===== config.mk =====
export PLATFORM = sky130hd
export DESIGN_NAME = jtag_reg_sequencer
export DESIGN_NICKNAME = d
export VERILOG_FILES = /design/src/rtl/jtag_reg_pkg.sv /design/src/rtl/bus_sync.sv /design/src/rtl/jtag_reg_sequencer.sv
export SDC_FILE = /design/constraint.sdc
export NUM_CORES = 1
export LEC_CHECK = 0
export ABC_AREA = 0
export BUFFER_PORTS_ARGS = -buffer_cell sky130_fd_sc_hd__buf_2
export CORE_MARGIN = 4
export CORE_UTILIZATION = 59
export CTS_CLUSTER_DIAMETER = 150
export CTS_CLUSTER_SIZE = 8
export DETAILED_ROUTE_END_ITERATION = 10
export PLACE_DENSITY_LB_ADDON = 0.3
export REMOVE_ABC_BUFFERS = 1
export SYNTH_ARGS = -nofsm -noshare
export SYNTH_HDL_FRONTEND = slang
export SYNTH_SLANG_ARGS = --single-unit

===== constraint.sdc =====
create_clock -name clk -period 4.5 [get_ports clk]
set_clock_uncertainty 0.2 [all_clocks]
set_input_delay 0.9 -clock clk [delete_from_list [all_inputs] [get_ports clk]]
set_output_delay 0.9 -clock clk [all_outputs]
set_load 0.01 [all_outputs]

===== src/rtl/jtag_reg_pkg.sv =====
`default_nettype none
// ============================================================================
// Module      : jtag_reg_pkg
// Description : Shared types and field-position helpers for the JTAG
//               register-bus sequencer.
// Revision    : 1.0 - initial release
// ============================================================================
package jtag_reg_pkg;

    // Command opcode carried in the two bits below the toggle
    typedef enum logic [1:0] {
        OP_NOP     = 2'b00,
        OP_WRITE   = 2'b01,
        OP_READ    = 2'b10,
        OP_ILLEGAL = 2'b11
    } op_e;

    // Sequencer states
    typedef enum logic [1:0] {
        ARM  = 2'd0,
        IDLE = 2'd1,
        REQ  = 2'd2,
        DONE = 2'd3
    } state_e;

    // Shared counter width: covers the full TIMEOUT range 1..65535
    localparam int c_cnt_width = 16;

    // Total command/status word width
    function automatic int cmd_width(input int aw, input int dw);
        return aw + dw + 4;
    endfunction

    // Toggle / ack_toggle bit position (T)
    function automatic int tog_pos(input int aw, input int dw);
        return aw + dw + 3;
    endfunction

    // Low bit of the two-bit op field (op occupies [T-1:T-2])
    function automatic int op_lo_pos(input int aw, input int dw);
        return aw + dw + 1;
    endfunction

    // Reserved bit position (T-3) in the command word
    function automatic int rsvd_pos(input int aw, input int dw);
        return aw + dw;
    endfunction

endpackage
`default_nettype wire


===== src/rtl/bus_sync.sv =====
`default_nettype none
// ============================================================================
// Module      : bus_sync
// Description : Parameterised flop chain used to bring a bus into the clk
//               domain (or to delay an already-synchronised bit).
// Revision    : 1.0 - initial release
// ============================================================================
module bus_sync #(
    parameter int WIDTH  = 1,
    parameter int STAGES = 2
) (
    input  logic             clk,
    input  logic             rst,
    input  logic [WIDTH-1:0] d,
    output logic [WIDTH-1:0] q
);

    logic [WIDTH-1:0] r_chain [STAGES];

    // Shift the input through STAGES registers; all stages clear on reset
    always_ff @(posedge clk) begin
        if (rst) begin
            for (int i = 0; i < STAGES; i++) begin
                r_chain[i] <= '0;
            end
        end else begin
            r_chain[0] <= d;
            for (int i = 1; i < STAGES; i++) begin
                r_chain[i] <= r_chain[i-1];
            end
        end
    end

    assign q = r_chain[STAGES-1];

endmodule
`default_nettype wire


===== src/rtl/jtag_reg_sequencer.sv =====
`default_nettype none
// ============================================================================
// Module      : jtag_reg_sequencer
// Description : Turns a toggle-qualified JTAG command word into a single
//               register-bus read/write with timeout and reports the result
//               plus an acknowledge toggle through the status word.
// Revision    : 1.0 - initial release
// ============================================================================
module jtag_reg_sequencer
    import jtag_reg_pkg::*;
#(
    parameter int ADDR_WIDTH  = 8,
    parameter int DATA_WIDTH  = 16,
    parameter int TIMEOUT     = 255,
    parameter int SYNC_STAGES = 2,
    localparam int CMD_WIDTH  = ADDR_WIDTH + DATA_WIDTH + 4
) (
    input  logic                  clk,
    input  logic                  rst,
    input  logic [CMD_WIDTH-1:0]  control,
    output logic [CMD_WIDTH-1:0]  status,
    output logic                  bus_req,
    output logic                  bus_we,
    output logic [ADDR_WIDTH-1:0] bus_addr,
    output logic [DATA_WIDTH-1:0] bus_wdata,
    input  logic                  bus_ack,
    input  logic [DATA_WIDTH-1:0] bus_rdata
);

    localparam int c_tog   = tog_pos(ADDR_WIDTH, DATA_WIDTH);
    localparam int c_op_lo = op_lo_pos(ADDR_WIDTH, DATA_WIDTH);
    localparam int c_rsvd  = rsvd_pos(ADDR_WIDTH, DATA_WIDTH);
    // ARM waits until the whole chain, including the toggle stage, holds
    // post-reset samples, then adopts the host toggle on the following cycle
    localparam logic [c_cnt_width-1:0] c_arm_last     = c_cnt_width'(SYNC_STAGES + 1);
    localparam logic [c_cnt_width-1:0] c_timeout_last = c_cnt_width'(TIMEOUT - 1);

    logic [CMD_WIDTH-1:0]   w_cmd_s;
    logic                   w_tog_s;
    op_e                    w_cmd_op;
    logic                   w_unused_rsvd;

    state_e                 r_state;
    state_e                 w_next;
    logic                   w_capture;
    logic                   w_arm_done;
    logic                   w_timeout_hit;

    logic [c_cnt_width-1:0] r_cnt;
    logic                   r_last_tog;
    op_e                    r_op;
    logic [ADDR_WIDTH-1:0]  r_addr;
    logic [DATA_WIDTH-1:0]  r_wdata;
    logic [DATA_WIDTH-1:0]  r_result;
    logic                   r_timed_out;

    logic                   r_ack_toggle;
    logic                   r_busy;
    logic                   r_err_timeout;
    logic                   r_err_op;
    logic [ADDR_WIDTH-1:0]  r_stat_addr;
    logic [DATA_WIDTH-1:0]  r_stat_data;

    // Whole control word through the synchroniser
    bus_sync #(.WIDTH(CMD_WIDTH), .STAGES(SYNC_STAGES)) u_cmd_sync (
        .clk (clk),
        .rst (rst),
        .d   (control),
        .q   (w_cmd_s)
    );

    // Extra stage on the toggle so cmd_s is settled when the edge is seen
    bus_sync #(.WIDTH(1), .STAGES(1)) u_tog_sync (
        .clk (clk),
        .rst (rst),
        .d   (w_cmd_s[c_tog]),
        .q   (w_tog_s)
    );

    assign w_cmd_op      = op_e'(w_cmd_s[c_op_lo+1:c_op_lo]);
    assign w_unused_rsvd = w_cmd_s[c_rsvd];

    // State register
    always_ff @(posedge clk) begin
        if (rst) begin
            r_state <= ARM;
        end else begin
            r_state <= w_next;
        end
    end

    // Next-state decode and per-state strobes
    always_comb begin
        w_next        = r_state;
        w_capture     = 1'b0;
        w_arm_done    = 1'b0;
        w_timeout_hit = 1'b0;
        case (r_state)
            ARM: begin
                if (r_cnt == c_arm_last) begin
                    w_arm_done = 1'b1;
                    w_next     = IDLE;
                end
            end
            IDLE: begin
                if (w_tog_s != r_last_tog) begin
                    w_capture = 1'b1;
                    w_next    = (w_cmd_op == OP_WRITE || w_cmd_op == OP_READ) ? REQ : DONE;
                end
            end
            REQ: begin
                // Ack wins over a timeout expiring in the same cycle
                if (bus_ack) begin
                    w_next = DONE;
                end else if (r_cnt == c_timeout_last) begin
                    w_timeout_hit = 1'b1;
                    w_next        = DONE;
                end
            end
            DONE: begin
                w_next = IDLE;
            end
            default: begin
                w_next = ARM;
            end
        endcase
    end

    // Command capture, bus result tracking and status update
    always_ff @(posedge clk) begin
        if (rst) begin
            r_cnt         <= '0;
            r_last_tog    <= 1'b0;
            r_op          <= OP_NOP;
            r_addr        <= '0;
            r_wdata       <= '0;
            r_result      <= '0;
            r_timed_out   <= 1'b0;
            r_ack_toggle  <= 1'b0;
            r_busy        <= 1'b0;
            r_err_timeout <= 1'b0;
            r_err_op      <= 1'b0;
            r_stat_addr   <= '0;
            r_stat_data   <= '0;
        end else begin
            if (w_arm_done) begin
                // Adopt whatever toggle the host left behind: no stale replay
                r_last_tog   <= w_tog_s;
                r_ack_toggle <= w_tog_s;
            end else if (r_state == ARM) begin
                r_cnt <= r_cnt + 1'b1;
            end

            if (w_capture) begin
                r_last_tog    <= w_tog_s;
                r_busy        <= 1'b1;
                r_err_timeout <= 1'b0;
                r_err_op      <= 1'b0;
                r_op          <= w_cmd_op;
                r_addr        <= w_cmd_s[DATA_WIDTH+ADDR_WIDTH-1:DATA_WIDTH];
                r_wdata       <= w_cmd_s[DATA_WIDTH-1:0];
                r_result      <= '0;
                r_timed_out   <= 1'b0;
                r_cnt         <= '0;
            end

            if (r_state == REQ) begin
                if (bus_ack) begin
                    r_result <= (r_op == OP_WRITE) ? r_wdata : bus_rdata;
                end else if (w_timeout_hit) begin
                    r_timed_out <= 1'b1;
                end else begin
                    r_cnt <= r_cnt + 1'b1;
                end
            end

            if (r_state == DONE) begin
                r_busy        <= 1'b0;
                r_err_timeout <= r_timed_out;
                r_err_op      <= (r_op == OP_ILLEGAL);
                r_stat_addr   <= r_addr;
                r_stat_data   <= r_result;
                r_ack_toggle  <= r_last_tog;
            end
        end
    end

    assign bus_req   = (r_state == REQ);
    assign bus_we    = bus_req && (r_op == OP_WRITE);
    assign bus_addr  = bus_req ? r_addr  : '0;
    assign bus_wdata = bus_req ? r_wdata : '0;

    assign status = {r_ack_toggle, r_busy, r_err_timeout, r_err_op, r_stat_addr, r_stat_data};

endmodule
`default_nettype wire


==> metrics, run 1 <==
P_int 2.23 mW; DP Wirelength 7190 microns; Async SR Flop Fraction 0; Resized cells post-CTS 0; synth unique cells 41; fmax 0.294 GHz; min cycle time layout 3.40 ns; gr ovfl total 0; vias in the first global route between 4k and 5k; switching pwr 0.719 mW; Post-CTS Hold Buffers 0; #FFs+latches synth between 100 and 150; num rows 34; min-delay worst type reg2reg; worst slew pin tran 1.09 ns; Sequential Power Share 0.463; reg-to-reg slack, setup 1.41 ns; synthesized instance count 583; initial core utilization 0.616; io pins a little over 100; Sw Share 0.244; period utilization 0.756; kind of end point of the critical path output pin; Post-synth EDFFs 0; Hold EP u_cmd_sync.r_chain[0][48]$_SDFF_PP0_; most frequent cells in the layout 145 x dfxtp_1, 98 x buf_2, 79 x nor2_1; die width ~100 microns; Routability Congestion 0.786; Leak Pwr 2.77 nW; P&R area growth vs syn 20.0%; VDD IR max between 0.2 and 0.3 mV; Post-Syn Area 5450 sq um; Power, Total a little under 3 mW; syn avg cell area 9.34 sq um; HP Start u_cmd_sync.r_chain[0][20]$_SDFF_PP0_; Main synth FF type dfxtp_1; # DRC 0; Worst-Skew Late Latency about 0.51 ns; NumNets Final between 700 and 800; Cells on Worst Hold Path 1; Setup Buffers After CTS 0; Final Slew Violations 0; relative slew slack 0.273; Root Buffer clkbuf_8; Max FO, Critical Path 29; status finished, final reports clean; reported max-cap violation count 0; CTS H-tree lvls 4; Routed Antenna Nets 0; drt initial violations between 200 and 250; Clk pwr share 0.456; Syn. warnings 0; WP data arrival 2.30 ns; Vias between 4k and 5k; post-synthesis sequential area ratio 0.533; initial antenna violation count 0; Cell Pwr Density 451 nW/um^2; path type of the worst setup path reg2out; RSZ-0062 raised after global routing no; TritonCTS buffer count 17; largest net degree at the start of global routing 74; Routed WL 11200 microns; gr usage total 0.209; Critical Path RT 3.40 ns; TritonCTS clock tree built; core area 8850 sq um; TNS Setup 0 ns; Clock Sinks 145; TritonRoute pass-1 iters 5; IO buf count 99; fillcell total between 600 and 700; combinational group share of total power 0.081; Critical R2R Launch r_state[0]$_SDFFE_PP0P_; Reg-to-Reg End r_cnt[11]$_SDFF_PP0_; CP Launch Type flip-flop; R2R depth 7; final setup violation count 0; Die ar. 10800 sq um; Die Span Y 104 microns; layout cells sized above 1 0.214; Worst Hold Slack approximately 0.24 ns; mean number of vias per cell around 5.3; Wirelength per Cell 14.2 microns; Fin. Hold Viols 0; first-pass GRT wire length ~19000 microns; Clock Pin Slew Worst Setup and Hold Paths 0.06 ns; clock buffer depth 2; commonest non-fill, non-tap cell in the layout dfxtp_1; ANT cells 0
==> synth_stat cells (2+ instances only) <==
| cell type | number | area (sq um) |
|---|---|---|
| a21oi_1 | 30 | 150 |
| a31oi_1 | 16 | 100 |
| and2_1 | 26 | 163 |
| buf_1 | 5 | 18.8 |
| buf_4 | 5 | 37.5 |
| clkbuf_1 | 27 | 101 |
| dfxtp_1 | 145 | 2900 |
| ha_1 | 6 | 75.1 |
| inv_1 | 10 | 37.5 |
| mux2i_1 | 44 | 440 |
| nand2_1 | 68 | 255 |
| nand2b_1 | 5 | 31.3 |
| nand3_1 | 10 | 50.1 |
| nand4_1 | 3 | 18.8 |
| nor2_1 | 79 | 297 |
| nor2b_1 | 56 | 350 |
| nor3_1 | 5 | 25.0 |
| nor4_4 | 3 | 63.8 |
| o21ai_0 | 3 | 15.0 |
| o22ai_1 | 2 | 12.5 |
| or3_1 | 2 | 12.5 |
| or4_4 | 2 | 22.5 |
| xnor2_1 | 13 | 114 |
==> registers in the layout, indices dropped and copies added (netlist names) <==
signal	cells
u_cmd_sync.r_chain	54
r_wdata	16
r_stat_addr	8
u_tog_sync.r_chain	1
r_op	2
r_stat_data	16
r_busy	1
r_result	16
r_timed_out	1
r_ack_toggle	1
r_state	2
r_err_op	1
r_last_tog	1
r_addr	8
r_cnt	16
r_err_timeout	1
==> how the worst max path moves through the flow <==
| stage | to | start | slack, ns | cells past startpoint |
|---|---|---|---|---|
| floorplan | r_cnt[11]$_SDFF_PP0_ | r_state[0]$_SDFFE_PP0P_ | 2.20 | 7 |
| global placement | r_cnt[11]$_SDFF_PP0_ | r_state[0]$_SDFFE_PP0P_ | 1.58 | 7 |
| detailed placement | r_cnt[11]$_SDFF_PP0_ | r_state[0]$_SDFFE_PP0P_ | 1.52 | 7 |
| CTS | bus_we | r_state[0]$_SDFFE_PP0P_ | 1.08 | 5 |
| global route | bus_we | r_state[0]$_SDFFE_PP0P_ | 0.96 | 5 |
| finish | bus_we | r_state[0]$_SDFFE_PP0P_ | 1.10 | 5 |
==> cells by family (layout without fill, tap and decap cells) <==
family / count (synthesis) / count (layout) / share of synthesized area
simple gates: 264 / 264 / 0.244
buf+inv: 48 / 147 / 0.0368
xor+xnor: 14 / 14 / 0.0225
fa+ha+maj: 6 / 6 / 0.0138
mux: 44 / 44 / 0.0809
flops: 145 / 145 / 0.533
compound gates: 62 / 62 / 0.0689
==> per-stage QoR <==
step	instances	util	cell area (sq um)	worst slack [ns]
floorplan	545	-	5280	2.20
global route	790	0.739	6540	0.958
finish	790	0.739	6540	1.10
CTS	790	0.739	6540	1.08
detailed placement	758	0.674	5960	1.52
global placement	758	0.674	5960	1.58
==> metal layers <==
metal  part of all wire  global-route usage  up-vias
li1                   -                   -     2084
met1               0.44               0.239     1964
met2               0.50               0.369      103
met3              0.052              0.0739        7
met4             0.0067              0.0541        0
met5                  0                   0        -
==> area by class of cell <==
class	instances	area [sq um]	area share
multi-input combinational	390	2350	0.359
clock buffer	18	418	0.0639
timing repair buffer	105	543	0.0831
tap	108	135	0.0207
sequential	145	2900	0.444
inverter	10	37.5	0.00574
clock inverter	14	154	0.0235
==> power groups by stage <==
stage	Sequential, mW	Clock (mW)	Combinational, mW
after floorplan	1.38	0	0.159
after global placement	1.39	0	0.227
after detailed placement	1.39	0	0.237
after CTS	1.36	1.36	0.238
after global routing	1.37	1.42	0.265
final	1.36	1.34	0.239
==> critical path, cell delays in order (launching register included) <==
cell and delay [ns]:
dfxtp_1 0.34, inv_1 0.10, ha_1 0.89, inv_1 0.16, nor2_1 0.16, buf_2 0.14
(Power assumes the default switching activity.)
==> run 2, diff against run 1 <==
- CORE_UTILIZATION: 59 -> 55
- clock period: 4.5 -> 3.5 ns (I/O delays scaled with it)
==> metrics, run 2 (synthesis results as in run 1) <==
TritonCTS clock tree built; Critical Path Start r_state[0]$_SDFFE_PP0P_; final setup violation count 0; DP Wirelength roughly 7100 microns; Fin. Hold Viols 0; most frequent cells in the layout 145 x dfxtp_1, 98 x buf_2, 79 x nor2_1; min-delay worst type in2reg; WP data arrival 2.10 ns; RSZ-0062 raised after global routing no; period utilization 0.856; reported max-cap violation count 0; kind of end point of the critical path output pin; initial antenna violation count 0; P&R area growth vs syn 21.2%; Clock Pin Slew Worst Setup and Hold Paths about 0.06 ns; Routability Congestion around 0.85; Cells on Worst Hold Path 2; die width 108 microns; Clock Sinks 145; largest net degree at the start of global routing 73; Critical Path RT 2.60 ns; Reg-to-Reg End r_cnt[11]$_SDFF_PP0_; Die ar. 11600 sq um; Routed Antenna Nets 0; VDD IR max 0.395 mV; ANT cells 0; IO buf count 99; R2R depth 7; Vias 4115; Sequential Power Share 0.452; relative slew slack 0.355; gr ovfl total 0; commonest non-fill, non-tap cell in the layout dfxtp_1; io pins around 100; pre-CTS WS 0.871 ns; combinational group share of total power 0.081; Root Buffer clkbuf_8; vias in the first global route 3892; Post-CTS Hold Buffers 0; Max FO, Critical Path 19; TritonRoute pass-1 iters 5; initial core utilization 0.560; num rows 36; Critical R2R Launch r_state[0]$_SDFFE_PP0P_; Hold EP u_cmd_sync.r_chain[0][20]$_SDFF_PP0_; first-pass GRT wire length 18300 microns; core area 9730 sq um; Worst Hold Slack 0.194 ns; HP Start control[20]; TNS Setup 0 ns; # DRC 0; fmax roughly 0.33 GHz; Top reg by flops u_cmd_sync.r_chain; drt initial violations 138; TritonCTS buffer count 17; fillcell total 780; status finished, final reports clean; mean number of vias per cell 5.05; setup ws final between 0.5 and 0.6 ns; CP Launch Type flip-flop; gr usage total 0.201; min cycle time layout 3.00 ns; switching pwr 0.956 mW; Sw Share 0.247; Cell Pwr Density 587 nW/um^2; layout cells sized above 1 0.217; Clk pwr share 0.467; Worst-Skew Late Latency 0.51 ns; Die Span Y ~110 microns; P_int 2.92 mW; Final Slew Violations 0; Setup Buffers After CTS 0; worst slew pin tran 0.967 ns; path type of the worst setup path reg2out; NumNets Final 722; Wirelength per Cell 13.8 microns; clock buffer depth 2; flip-flop count of the largest register, all copies and words added 54; CTS H-tree lvls 4; Resized cells post-CTS 0; reg-to-reg slack, setup 0.84 ns; fin util 0.679; Leak Pwr approximately 2.8 nW; Routed WL 11300 microns
[run 2: cell types whose count changed in the layout (fill, tap and decap cells not counted)]
| cell | change |
|---|---|
| clkinv_2 | -3 |
| clkbuf_8 | +2 |
| inv_8 | +2 |
| clkbuf_1 | -1 |
| clkinvlp_4 | -1 |
| inv_6 | +1 |
| nand2_1 | -1 |
| nand2_2 | +1 |
[run 2: worst max path at each step]
stage | end | slack [ns]
after floorplan | r_cnt[11]$_SDFF_PP0_ | 1.20
after global placement | r_cnt[11]$_SDFF_PP0_ | 0.99
after detailed placement | r_cnt[11]$_SDFF_PP0_ | 0.87
after CTS | bus_we | 0.45
after global routing | bus_we | 0.35
final | bus_we | 0.50
[run 2: power by group through the flow]
stage | combinational [mW] | clock (mW) | sequential [mW]
after floorplan | 0.204 | 0 | 1.78
after global placement | 0.297 | 0 | 1.78
after detailed placement | 0.309 | 0 | 1.79
after CTS | 0.317 | 1.84 | 1.75
after global routing | 0.352 | 1.92 | 1.76
final | 0.315 | 1.81 | 1.75
[run 2: routing by layer]
layer	global-route usage	vias to the layer above	part of all wire	wire, microns
li1	-	2086	-	-
met1	0.248	1919	0.44	4910
met2	0.340	104	0.49	5490
met3	0.0612	6	0.069	781
met4	0.0559	0	0.0067	76
met5	0	-	0	0
[run 2: layout make-up]
class                           count  area (sq um)  area share
Clock buffer                       19           442      0.0669
Clock inverter                     13           163      0.0246
Inverter                           10          37.5     0.00569
Multi-Input combinational cell    390          2350       0.356
Sequential cell                   145          2900       0.440
Tap cell                          133           166      0.0252
Timing Repair Buffer              105           543      0.0822
[run 2: critical path: stages, from the launching register on]
cell	delay, ns
dfxtp_1	0.34
inv_1	0.09
ha_1	0.44
buf_4	0.32
inv_1	0.09
nor2_1	0.15
buf_2	0.15
[run 2: stage by stage]
step	cell area, sq um	power (mW)	cells
6_report	6600	3.88	815
5_1_grt	6600	4.03	815
4_1_cts	6600	3.91	815
3_5_place_dp	6000	2.10	783
3_3_place_gp	6000	2.08	783
2_1_floorplan	5280	1.98	545
==> run 3, diff against run 2 <==
- CORE_ASPECT_RATIO: default -> 1.1
==> metrics, run 3 (synthesis results as in run 1) <==
status finished, final reports clean; Clock Pin Slew Worst Setup and Hold Paths roughly 0.060 ns; initial core utilization 0.574; io pins 101; met2 wire len approximately 5800 microns; Post-CTS Hold Buffers 0; TritonRoute pass-1 iters 6; P&R area growth vs syn 20.4%; drt initial violations 176; Fin. Hold Viols 0; Clock Sinks between 100 and 150; Met3 Wirelength 734 microns; kind of end point of the critical path output pin; Max Used Layer met4; layout cells sized above 1 0.213; TNS Setup 0 ns; initial antenna violation count 0; TritonCTS buffer count 17; flip-flop count of the largest register, all copies and words added 54; most frequent cells in the layout 145 x dfxtp_1, 98 x buf_2, 79 x nor2_1; path type of the worst setup path reg2out; die width a little over 100 microns; TritonCTS clock tree built; Worst-Skew Late Latency 0.51 ns; Wirelength per Cell between 10 and 15 microns; Routability Congestion between 0.8 and 0.9; core area 9490 sq um; Routed Antenna Nets 0; Power, Total 3.79 mW; ANT cells 0; Final Slew Violations 0; area of the multi-input gates 2350 sq um; largest net degree at the start of global routing 70; final setup violation count 0; clock buffer depth 2; mean number of vias per cell 5.19; vias in the first global route around 4k; VDD IR max between 0.3 and 0.4 mV; worst slew pin tran approximately 0.97 ns; M1 wire length 4650 microns; Setup Buffers After CTS 0; min-delay worst type in2reg; min cycle time layout between 3 and 4 ns; commonest non-fill, non-tap cell in the layout dfxtp_1; Routed WL 11300 microns; NumNets Final 722; CP Launch Type flip-flop; Critical Path RT 2.60 ns; DP Wirelength 7180 microns; Leak Pwr 2.76 nW; relative slew slack 0.356; register area around 2900 sq um; period utilization 0.879; Die ar. 11600 sq um; Root Buffer clkbuf_8; first-pass GRT wire length between 15000 and 20000 microns; IO buf count 99; gr usage total 0.205; CTS H-tree lvls 4; Die Span Y approximately 110 microns; Cell Pwr Density 577 nW/um^2; fmax 0.325 GHz; RSZ-0062 raised after global routing no; gr ovfl total 0; Resized cells post-CTS 0; num rows 37; Max FO, Critical Path 17; Worst Hold Slack 0.190 ns; fillcell total 689; # DRC 0; WP data arrival 2.18 ns; Top reg by flops u_cmd_sync.r_chain; Vias 4147; reported max-cap violation count 0
-- run 3: changes by cell type in the layout (fill, tap and decap cells not counted), sizes merged --
cell	before	now
inv	18	16
clkinvlp	1	4
clkinv	2	1
-- run 3: per-stage QoR --
step / instances / cell area [sq um] / util / setup WS (ns)
finish: 799 / 6560 / 0.691 / 0.425
global route: 799 / 6560 / 0.691 / 0.247
CTS: 799 / 6560 / 0.691 / 0.380
detailed placement: 767 / 5990 / 0.631 / 0.853
global placement: 767 / 5990 / 0.631 / 0.881
floorplan: 545 / 5280 / - / 1.20
-- run 3: final cells by class --
| cell class | instances | area share |
|---|---|---|
| sequential | 145 | 0.442 |
| multi-input combinational | 390 | 0.358 |
| timing repair buffer | 105 | 0.0847 |
| clock buffer | 19 | 0.0643 |
| clock inverter | 13 | 0.0229 |
| tap | 117 | 0.0223 |
| inverter | 10 | 0.00572 |
-- run 3: path summary, 6_finish.rpt --
| path | end | depth (start not counted) | slack [ns] | startpoint |
|---|---|---|---|---|
| min | u_cmd_sync.r_chain[0][22]$_SDFF_PP0_ | 2 | 0.19 | control[22] |
| min reg2reg | u_cmd_sync.r_chain[0][51]$_SDFF_PP0_ | 1 | 0.23 | u_cmd_sync.r_chain[0][23]$_SDFF_PP0_ |
| max | bus_we | 6 | 0.42 | r_state[0]$_SDFFE_PP0P_ |
| max reg2reg | r_cnt[11]$_SDFF_PP0_ | 7 | 0.83 | r_state[0]$_SDFFE_PP0P_ |
-- run 3: critical path: stages, from the launching register on --
cell and delay [ns]:
dfxtp_1 0.34, inv_1 0.10, ha_1 0.55, buf_4 0.32, inv_1 0.08, nor2_1 0.12, buf_2 0.15
-- run 3: report_power, final --
group	internal [mW]	switching, mW	total (mW)
registers	1.71	0.0435	1.75
logic	0.132	0.176	0.307
clock network	1.03	0.701	1.73
total	2.87	0.920	3.79
-- run 3: metal layers --
metal / track usage / up-vias
li1: - / 2083
met1: 0.244 / 1934
met2: 0.351 / 118
met3: 0.0584 / 12
met4: 0.0648 / 0
met5: 0 / -
